$ cat config.mk
export PLATFORM = sky130hd
export DESIGN_NAME = serial_adder
export DESIGN_NICKNAME = d
export VERILOG_FILES = /design/src/rtl/serial_adder.sv
export SDC_FILE = /design/constraint.sdc
export NUM_CORES = 1
export LEC_CHECK = 0
export CORE_MARGIN = 10
export CORE_UTILIZATION = 45
export CTS_BUF_LIST = sky130_fd_sc_hd__clkbuf_2 sky130_fd_sc_hd__clkbuf_4 sky130_fd_sc_hd__clkbuf_8
export CTS_CLUSTER_DIAMETER = 150
export DETAILED_ROUTE_END_ITERATION = 10
export PLACE_DENSITY = 0.7
export SKIP_LAST_GASP = 1
export SYNTH_ARGS = -nofsm -noshare
export SYNTH_HDL_FRONTEND = slang
export SYNTH_SLANG_ARGS = --single-unit
$ cat constraint.sdc
create_clock -name clk -period 1.5 [get_ports clk]
set_input_delay 0.225 -clock clk [delete_from_list [all_inputs] [get_ports clk]]
set_output_delay 0.225 -clock clk [all_outputs]
set_load 0.02 [all_outputs]
$ cat src/rtl/serial_adder.sv
// rtl/serial_adder.sv - bit-serial LSB-first adder built around one half-adder-pair full-adder cell

// Single-bit half adder: the building block of the serial full-adder cell.
module half_adder (
    input  logic x,
    input  logic y,
    output logic s,
    output logic c
);

    assign s = x ^ y;
    assign c = x & y;

endmodule

// Adds two WIDTH-bit operands one bit per clock, LSB first.
// A result is committed to sum/cout with a one-cycle done pulse.
module serial_adder #(
    parameter int WIDTH = 8
) (
    input  logic             clk,
    input  logic             rst,
    input  logic             start,
    input  logic [WIDTH-1:0] a,
    input  logic [WIDTH-1:0] b,
    input  logic             cin,
    output logic             busy,
    output logic             done,
    output logic [WIDTH-1:0] sum,
    output logic             cout
);

    localparam int CW = $clog2(WIDTH) + 1;

    typedef enum logic {
        IDLE  = 1'b0,
        SHIFT = 1'b1
    } state_t;

    state_t state;
    state_t state_next;

    logic [WIDTH-1:0] a_sr;
    logic [WIDTH-1:0] b_sr;
    // Partial sum collected so far. Only WIDTH-1 bits are ever needed: the
    // final bit arrives on the commit edge and goes straight into sum, and
    // the bit that would sit at position 0 is always the cleared start value.
    logic [WIDTH-2:0] sum_sr;
    logic             carry;
    logic [CW-1:0]    count;

    logic             accept;
    logic             last_bit;
    logic             p_bit;
    logic             g_ab;
    logic             g_pc;
    logic             s_bit;
    logic             c_next;
    logic [WIDTH-1:0] shift_word;

    // Full-adder cell: two half adders plus an OR for the carry.
    half_adder u_ha_ab (
        .x (a_sr[0]),
        .y (b_sr[0]),
        .s (p_bit),
        .c (g_ab)
    );

    half_adder u_ha_pc (
        .x (p_bit),
        .y (carry),
        .s (s_bit),
        .c (g_pc)
    );

    assign c_next     = g_ab | g_pc;
    assign accept     = (state == IDLE) && start;
    assign last_bit   = (count == CW'(WIDTH - 1));
    // New sum bit enters at the MSB; the whole word is the committed result
    // on the last bit and its upper WIDTH-1 bits are the next partial sum.
    assign shift_word = {s_bit, sum_sr};

    // State register.
    always_ff @(posedge clk or posedge rst) begin
        if (rst) begin
            state <= IDLE;
        end else begin
            state <= state_next;
        end
    end

    // Next-state logic: accept start only when idle, return after the last bit.
    always_comb begin
        state_next = state;
        case (state)
            IDLE: begin
                if (start) begin
                    state_next = SHIFT;
                end
            end
            SHIFT: begin
                if (last_bit) begin
                    state_next = IDLE;
                end
            end
            default: state_next = IDLE;
        endcase
    end

    // Output logic: busy depends only on the registered state.
    always_comb begin
        busy = 1'b0;
        if (state == SHIFT) begin
            busy = 1'b1;
        end
    end

    // Datapath: load operands on accept, shift one bit per cycle, commit on the last bit.
    always_ff @(posedge clk or posedge rst) begin
        if (rst) begin
            a_sr   <= '0;
            b_sr   <= '0;
            sum_sr <= '0;
            carry  <= 1'b0;
            count  <= '0;
            sum    <= '0;
            cout   <= 1'b0;
            done   <= 1'b0;
        end else begin
            done <= 1'b0;
            if (accept) begin
                a_sr   <= a;
                b_sr   <= b;
                carry  <= cin;
                sum_sr <= '0;
                count  <= '0;
            end else if (state == SHIFT) begin
                a_sr   <= {1'b0, a_sr[WIDTH-1:1]};
                b_sr   <= {1'b0, b_sr[WIDTH-1:1]};
                sum_sr <= shift_word[WIDTH-1:1];
                carry  <= c_next;
                count  <= count + CW'(1);
                if (last_bit) begin
                    sum  <= shift_word;
                    cout <= c_next;
                    done <= 1'b1;
                end
            end
        end
    end

endmodule

==> summary.md, run 1 <==
| Metric | Value |
|---|---|
| Top Ports | `31` |
| Leak | `1.12 nW` |
| Crit-path max cell delay | `600 ps` |
| Most frequent cells in the layout | `dfrtp_1, nand2_1, o21ai_0, clkdlybuf4s50_1, mux2i_1` |
| Post-layout net count | `202` |
| Placeable core region | `3610 um^2` |
| DRC Markers | `0` |
| Hold WS | `280 ps` |
| GRT Total Usage | `10.6%` |
| Sequential share of the synthesized area | `58.8%` |
| N_diodes | `0` |
| Antenna viol nets, final | `0` |
| GPL Wtd Cong | `0.760` |
| Initial DRC count | `68` |
| Fillers | `313` |
| Largest net degree at the start of global routing | `40` |
| Setup CP Type | `reg2out` |
| Mapped Nets | `167` |
| Worst-path clk slew | `70 ps` |
| Clock tree buffer depth | `2` |
| Post-synth top area share | `58.8%` |
| Hold-fix buffers at CTS | `0` |
| Top delay family on crit path | `buffers and inverters` |
| Initial antenna violation count | `0` |
| Top cells by area, synth | `dfrtp_1, mux2i_1, o21ai_0` |
| DIE WIDTH | `80.7 um` |
| Hold Violations, Final | `0` |
| Setup TNS | `0 ps` |
| WP data arrival | `1230 ps` |
| Routed WL | `3.26 mm` |
| Status | `completed` |
| Total die area | `6520 um^2` |
| Syn_area_per_cell | `11.5 um^2` |
| CTS root buf | `clkbuf_8` |
| Top_reg_cell synth | `dfrtp_1` |
| Max-slew violations | `0` |
| PortBufs | `30` |
| Final Skew | `4.87 ps` |
| CP startpoint kind | `flip-flop` |
| Final setup vio count | `0` |
| Yosys top cell by area | `dfrtp_1` |
| Seq cells post-synth | `39` |
| Library cells used by synthesis | `17` |
| Synth Instances | `145` |
| Number of global-route vias before repair | `1119` |
| Global-route wire length before repair | `5.41 mm` |
| Period minus WS final | `1450 ps` |
| Drt pass-1 iters | `4` |
| Period utilization | `96.7%` |
| Num CTS Buffers | `5` |
| RSZ-0062 raised after global routing | `no` |
| Total power | `3.67 mW` |
| Slew of the pin with the lowest slew margin | `260 ps` |
| Post-synth ARST share | `100%` |
| Synth Warn # | `0` |
| Fmax | `690 MHz` |
| Crit path required time | `1270 ps` |
| H-tree levels | `2` |
| Post-synth EDFFs | `0` |
| Max IR drop VDD | `0.000718 V` |
| Tightest Hold Check Type | `in2async` |
| Wire per inst | `14.2 um` |
| CP Capture Type | `primary output` |
| Area grow syn2layout | `30.3%` |
| R2R Path Start | `count[0]$_DFFE_PP0P_` |
| Worst setup path start | `sum[5]$_DFFE_PP0P_` |
| Dpl hpwl | `2.26 mm` |
| Rows | `22` |
| Grt total ovfl | `0` |
| Worst-path cell chain | `clkdlybuf4s50_1` |
| CTS tree | `yes` |
| Vias post-DR | `1098` |
| Slowest-stage cell, CP | `clkdlybuf4s50_1` |
| Layout cells sized above 1 | `13.8%` |
| Slew HR | `82.6%` |
| Total of max-cap violations | `0` |
| Initial Util | `46.0%` |
| CP bufs+invs | `1` |
| Vias/cell | `4.79` |
| Clock latency on the worst-skew pair | `290 ps` |
| # clock sinks | `39` |
| PwrDens | `1700 nW/um^2` |
| Synth Cell Area | `1660 um^2` |
| Commonest non-fill, non-tap cell in the layout | `dfrtp_1` |
| Largest fanout on the critical path | `2` |
| Die Ht | `80.7 um` |
[state kept, by name, indices dropped and copies added (netlist names)]
register	flops
a_sr	8
b_sr	8
sum	8
sum_sr	7
count	4
carry	1
cout	1
done	1
state	1
[path summary, 6_finish.rpt]
check                                        to  slack (ps)  cells after the start
min                          sum[2]$_DFFE_PP0P_         280                      3
max reg2reg                  sum[4]$_DFFE_PP0P_         140                      3
max                                      sum[5]          50                      1
max in group asynchronous   b_sr[4]$_DFFE_PP0P_        1030                      3
min in group clk           count[3]$_DFFE_PP0P_         480                      1
min reg2reg                count[3]$_DFFE_PP0P_         480                      1
[final cells by class]
type | instances | area, um^2 | area share, %
inverter | 3 | 11.3 | 0.521
clock buffer | 8 | 104 | 4.80
multi-input combinational | 95 | 627 | 29.0
sequential | 39 | 976 | 45.1
tap | 48 | 60.1 | 2.78
timing repair buffer | 36 | 385 | 17.8
[cells in the mapped netlist, types with 2 or more instances]
library cell and count:
mux2i_1 18, mux2_2 10, inv_1 2, buf_4 2, dfrtp_1 39, o21ai_0 26
nor2_1 4, nand2_1 32, clkbuf_1 4
[metal layers]
metal	track usage (%)	part of all wire [%]	up-vias
met3	4.64	5.4	4
li1	-	-	558
met5	0	0	-
met1	12.6	43	518
met2	16.5	50	18
met4	4.15	1.5	0
[cell families after synthesis]
logic type | synth area share (%)
muxes | 17.6
adders and majority gates | 1.96
buffers and inverters | 3.47
AOI/OAI and AO/OA | 7.84
DFF | 58.8
and+or+nand+nor | 10.3
[power breakdown]
| group | total [mW] | switching, mW | internal [mW] |
|---|---|---|---|
| Sequential | 1.69 | 0.254 | 1.43 |
| Combinational | 1.20 | 0.625 | 0.571 |
| Clock | 0.782 | 0.345 | 0.438 |
[through the flow]
stage / util (%) / std cells / worst slack, ps / cell area, um^2
2_1_floorplan: - / 145 / 254 / 1660
3_3_place_gp: 56.7 / 221 / 80.6 / 2040
3_5_place_dp: 56.7 / 221 / 51.9 / 2040
4_1_cts: 59.5 / 229 / 9.55 / 2150
5_1_grt: 60.0 / 229 / 0.541 / 2160
6_report: 60.0 / 229 / 50.0 / 2160
[timing repair]
action	CTS	global route
setup buffers	0	0
resized for setup	2	7
endpoints found under the setup margin	2	7
Power figures use the tool's default switching activity.
==> inputs of run 2 (changes only) <==
--- a/config.mk
+++ b/config.mk
@@ -8,7 +8,6 @@
 export CORE_MARGIN = 10
 export CORE_UTILIZATION = 45
 export CTS_BUF_LIST = sky130_fd_sc_hd__clkbuf_2 sky130_fd_sc_hd__clkbuf_4 sky130_fd_sc_hd__clkbuf_8
-export CTS_CLUSTER_DIAMETER = 150
 export DETAILED_ROUTE_END_ITERATION = 10
 export PLACE_DENSITY = 0.7
 export SKIP_LAST_GASP = 1
==> results of run 2 <==
No change in the layout: final DEF, timing and power equal those of run 1.
==> inputs of run 3 (changes only) <==
--- a/config.mk
+++ b/config.mk
@@ -5,11 +5,13 @@
 export SDC_FILE = /design/constraint.sdc
 export NUM_CORES = 1
 export LEC_CHECK = 0
+export CELL_PAD_IN_SITES_DETAIL_PLACEMENT = 2
+export CELL_PAD_IN_SITES_GLOBAL_PLACEMENT = 2
 export CORE_MARGIN = 10
-export CORE_UTILIZATION = 45
+export CORE_UTILIZATION = 35
 export CTS_BUF_LIST = sky130_fd_sc_hd__clkbuf_2 sky130_fd_sc_hd__clkbuf_4 sky130_fd_sc_hd__clkbuf_8
 export DETAILED_ROUTE_END_ITERATION = 10
-export PLACE_DENSITY = 0.7
+export PLACE_DENSITY_LB_ADDON = 0.1
 export SKIP_LAST_GASP = 1
 export SYNTH_ARGS = -nofsm -noshare
 export SYNTH_HDL_FRONTEND = slang
==> run 3 against run 2 <==
  * First-iteration DRC count down 40%
  * Sequential share of layout area down 0.59 points
  * Global-route usage up 1.4 points
  * Clock-buffer cell count down 2
  * Highest routed layer unchanged
  * Final area up 1.3%
  * Critical endpoint is now done
  * Die area up 21%
  * Largest cell class unchanged
  * Maximum frequency about the same
  * Wire length up 32%
  * Clock power up 38%
==> summary.md, run 3 (same netlist as run 1, synthesis figures left out) <==
| Metric | Value |
|---|---|
| Top delay family on crit path | `buffers and inverters` |
| Area grow syn2layout | `32.0%` |
| RSZ-0062 raised after global routing | `no` |
| Post-layout net count | `202 (unchanged)` |
| Dpl hpwl | `3.09 mm (+37%)` |
| Top Ports | `31 (unchanged)` |
| Total power | `4.02 mW (+9.7%)` |
| Setup CP Type | `reg2out` |
| H-tree levels | `2 (unchanged)` |
| CTS tree | `yes` |
| Layout Cells excl Fill | `233 (+1.7%)` |
| Status | `completed` |
| GPL Wtd Cong | `0.676 (-11%)` |
| Final Skew | `7.99 ps (+3.12 ps)` |
| # clock sinks | `39 (unchanged)` |
| Dpl cells | `225 (+1.8%)` |
| Routed WL | `4.30 mm (+32%)` |
| Max IR drop VDD | `0.000772 V (+7.4%)` |
| Pre-CTS WS | `-18.9 ps (-70.8 ps)` |
| Final setup vio count | `0 (unchanged)` |
| Period minus WS final | `1450 ps (+1.20 ps)` |
| R2R Path Start | `count[0]$_DFFE_PP0P_` |
| CP Capture Type | `primary output` |
| Crit path required time | `1270 ps (about the same)` |
| WP data arrival | `1230 ps (about the same)` |
| Antenna viol nets, final | `0 (unchanged)` |
| Worst setup path start | `done$_DFF_PP0_` |
| Number of global-route vias before repair | `1362 (+22%)` |
| Top Registers | `a_sr (8), b_sr (8), sum (8)` |
| Largest net degree at the start of global routing | `40 (unchanged)` |
| Tightest Hold Check Type | `in2async` |
| Wire per inst | `18.5 um (+30%)` |
| Hold Violations, Final | `0 (unchanged)` |
| Drt pass-1 iters | `4 (unchanged)` |
| Total die area | `7900 um^2 (+21%)` |
| Initial DRC count | `41 (-40%)` |
| CP startpoint kind | `flip-flop` |
| Fmax | `689 MHz (about the same)` |
| Period utilization | `96.7% (about the same)` |
| Leak | `1.11 nW (-0.58%)` |
| Rows | `24 (+9.1%)` |
| Grt total ovfl | `0 (unchanged)` |
| Hold WS | `281 ps (+0.515 ps)` |
| Crit-path max cell delay | `600 ps (about the same)` |
| DIE WIDTH | `88.9 um (+10%)` |
| CP bufs+invs | `1 (unchanged)` |
| Post-CTS setup buffer count | `0 (unchanged)` |
| Max-slew violations | `0 (unchanged)` |
| Vias/cell | `5.04 (+5.2%)` |
| Initial antenna violation count | `0 (unchanged)` |
| Slowest-stage cell, CP | `clkdlybuf4s50_1` |
| Setup TNS | `0 ps (unchanged)` |
| CTS root buf | `clkbuf_8` |
| Total of max-cap violations | `0 (unchanged)` |
| Placeable core region | `4470 um^2 (+24%)` |
| PwrDens | `1840 nW/um^2 (+8.3%)` |
| Largest fanout on the critical path | `1 (-1)` |
| GRT Total Usage | `12.0% (+1.4 points)` |
| DRC Markers | `0 (unchanged)` |
| Slew of the pin with the lowest slew margin | `246 ps (-14.2 ps)` |
| Num CTS Buffers | `5 (unchanged)` |
| Initial Util | `37.1% (-8.9 points)` |
| Most frequent cells in the layout | `dfrtp_1, nand2_1, o21ai_0, clkdlybuf4s50_1, mux2i_1` |
| Fillers | `448 (+43%)` |
| Vias post-DR | `1175 (+7.0%)` |
| Layout cells sized above 1 | `13.8% (unchanged)` |
| Slew HR | `83.6% (+0.95 points)` |
| Commonest non-fill, non-tap cell in the layout | `dfrtp_1` |
| Clock tree buffer depth | `2 (unchanged)` |
| Worst-path clk slew | `80 ps (about the same)` |
| N_diodes | `0 (unchanged)` |
| Worst-path cell chain | `clkdlybuf4s50_1` |
| Die Ht | `88.9 um (+10%)` |
| Clock latency on the worst-skew pair | `300 ps (about the same)` |
| PortBufs | `30 (unchanged)` |
| Slack of the critical path | `48.8 ps (-1.20 ps)` |
| Global-route wire length before repair | `7.13 mm (+32%)` |
-- run 3: changes by cell type in the layout (fill, tap and decap cells not counted) --
cell and delta:
clkbuf_8 -2, dlymetal6s2s_1 -2, dlygate4sd2_1 +3, clkdlybuf4s50_1 -1
bufinv_16 +2
-- run 3: area by class of cell --
type	instances	area [um^2]	area share (%)
sequential	39	976	44.5
multi-input combinational	95	627	28.6
timing repair buffer	36	377	17.2
clock buffer	6	76.3	3.48
tap	52	65.1	2.97
clock inverter	2	60.1	2.74
inverter	3	11.3	0.514
-- run 3: path summary, 6_finish.rpt --
path,slack (ps),end,cells after the start
max reg2reg,140,sum[2]$_DFFE_PP0P_,3
min,280,sum_sr[5]$_DFFE_PP0P_,3
max,50,done,1
max in group asynchronous,1030,a_sr[0]$_DFFE_PP0P_,3
min reg2reg,490,count[3]$_DFFE_PP0P_,1
min in group clk,490,count[3]$_DFFE_PP0P_,1
-- run 3: report_power, final --
| group | internal [mW] | switching [mW] |
|---|---|---|
| registers | 1.43 | 0.258 |
| logic | 0.566 | 0.693 |
| clock network | 0.683 | 0.392 |
-- run 3: repair_timing --
action                     CTS  global route
hold buffers                 0             0
resized for setup            5             5
setup endpoints to repair    5             5
-- run 3: per-stage QoR --
stage                     instance area [um^2]  utilization (%)
final                                     2190             49.0
after global routing                      2190             49.0
after CTS                                 2180             48.7
after detailed placement                  2050             45.8
after global placement                    2050             45.8
after floorplan                           1660                -
-- run 3: routing by layer --
metal,track usage (%),wire [um]
met1,12.9,1760
met2,21.3,2260
met3,4.04,218
met4,3.96,62
met5,0,0
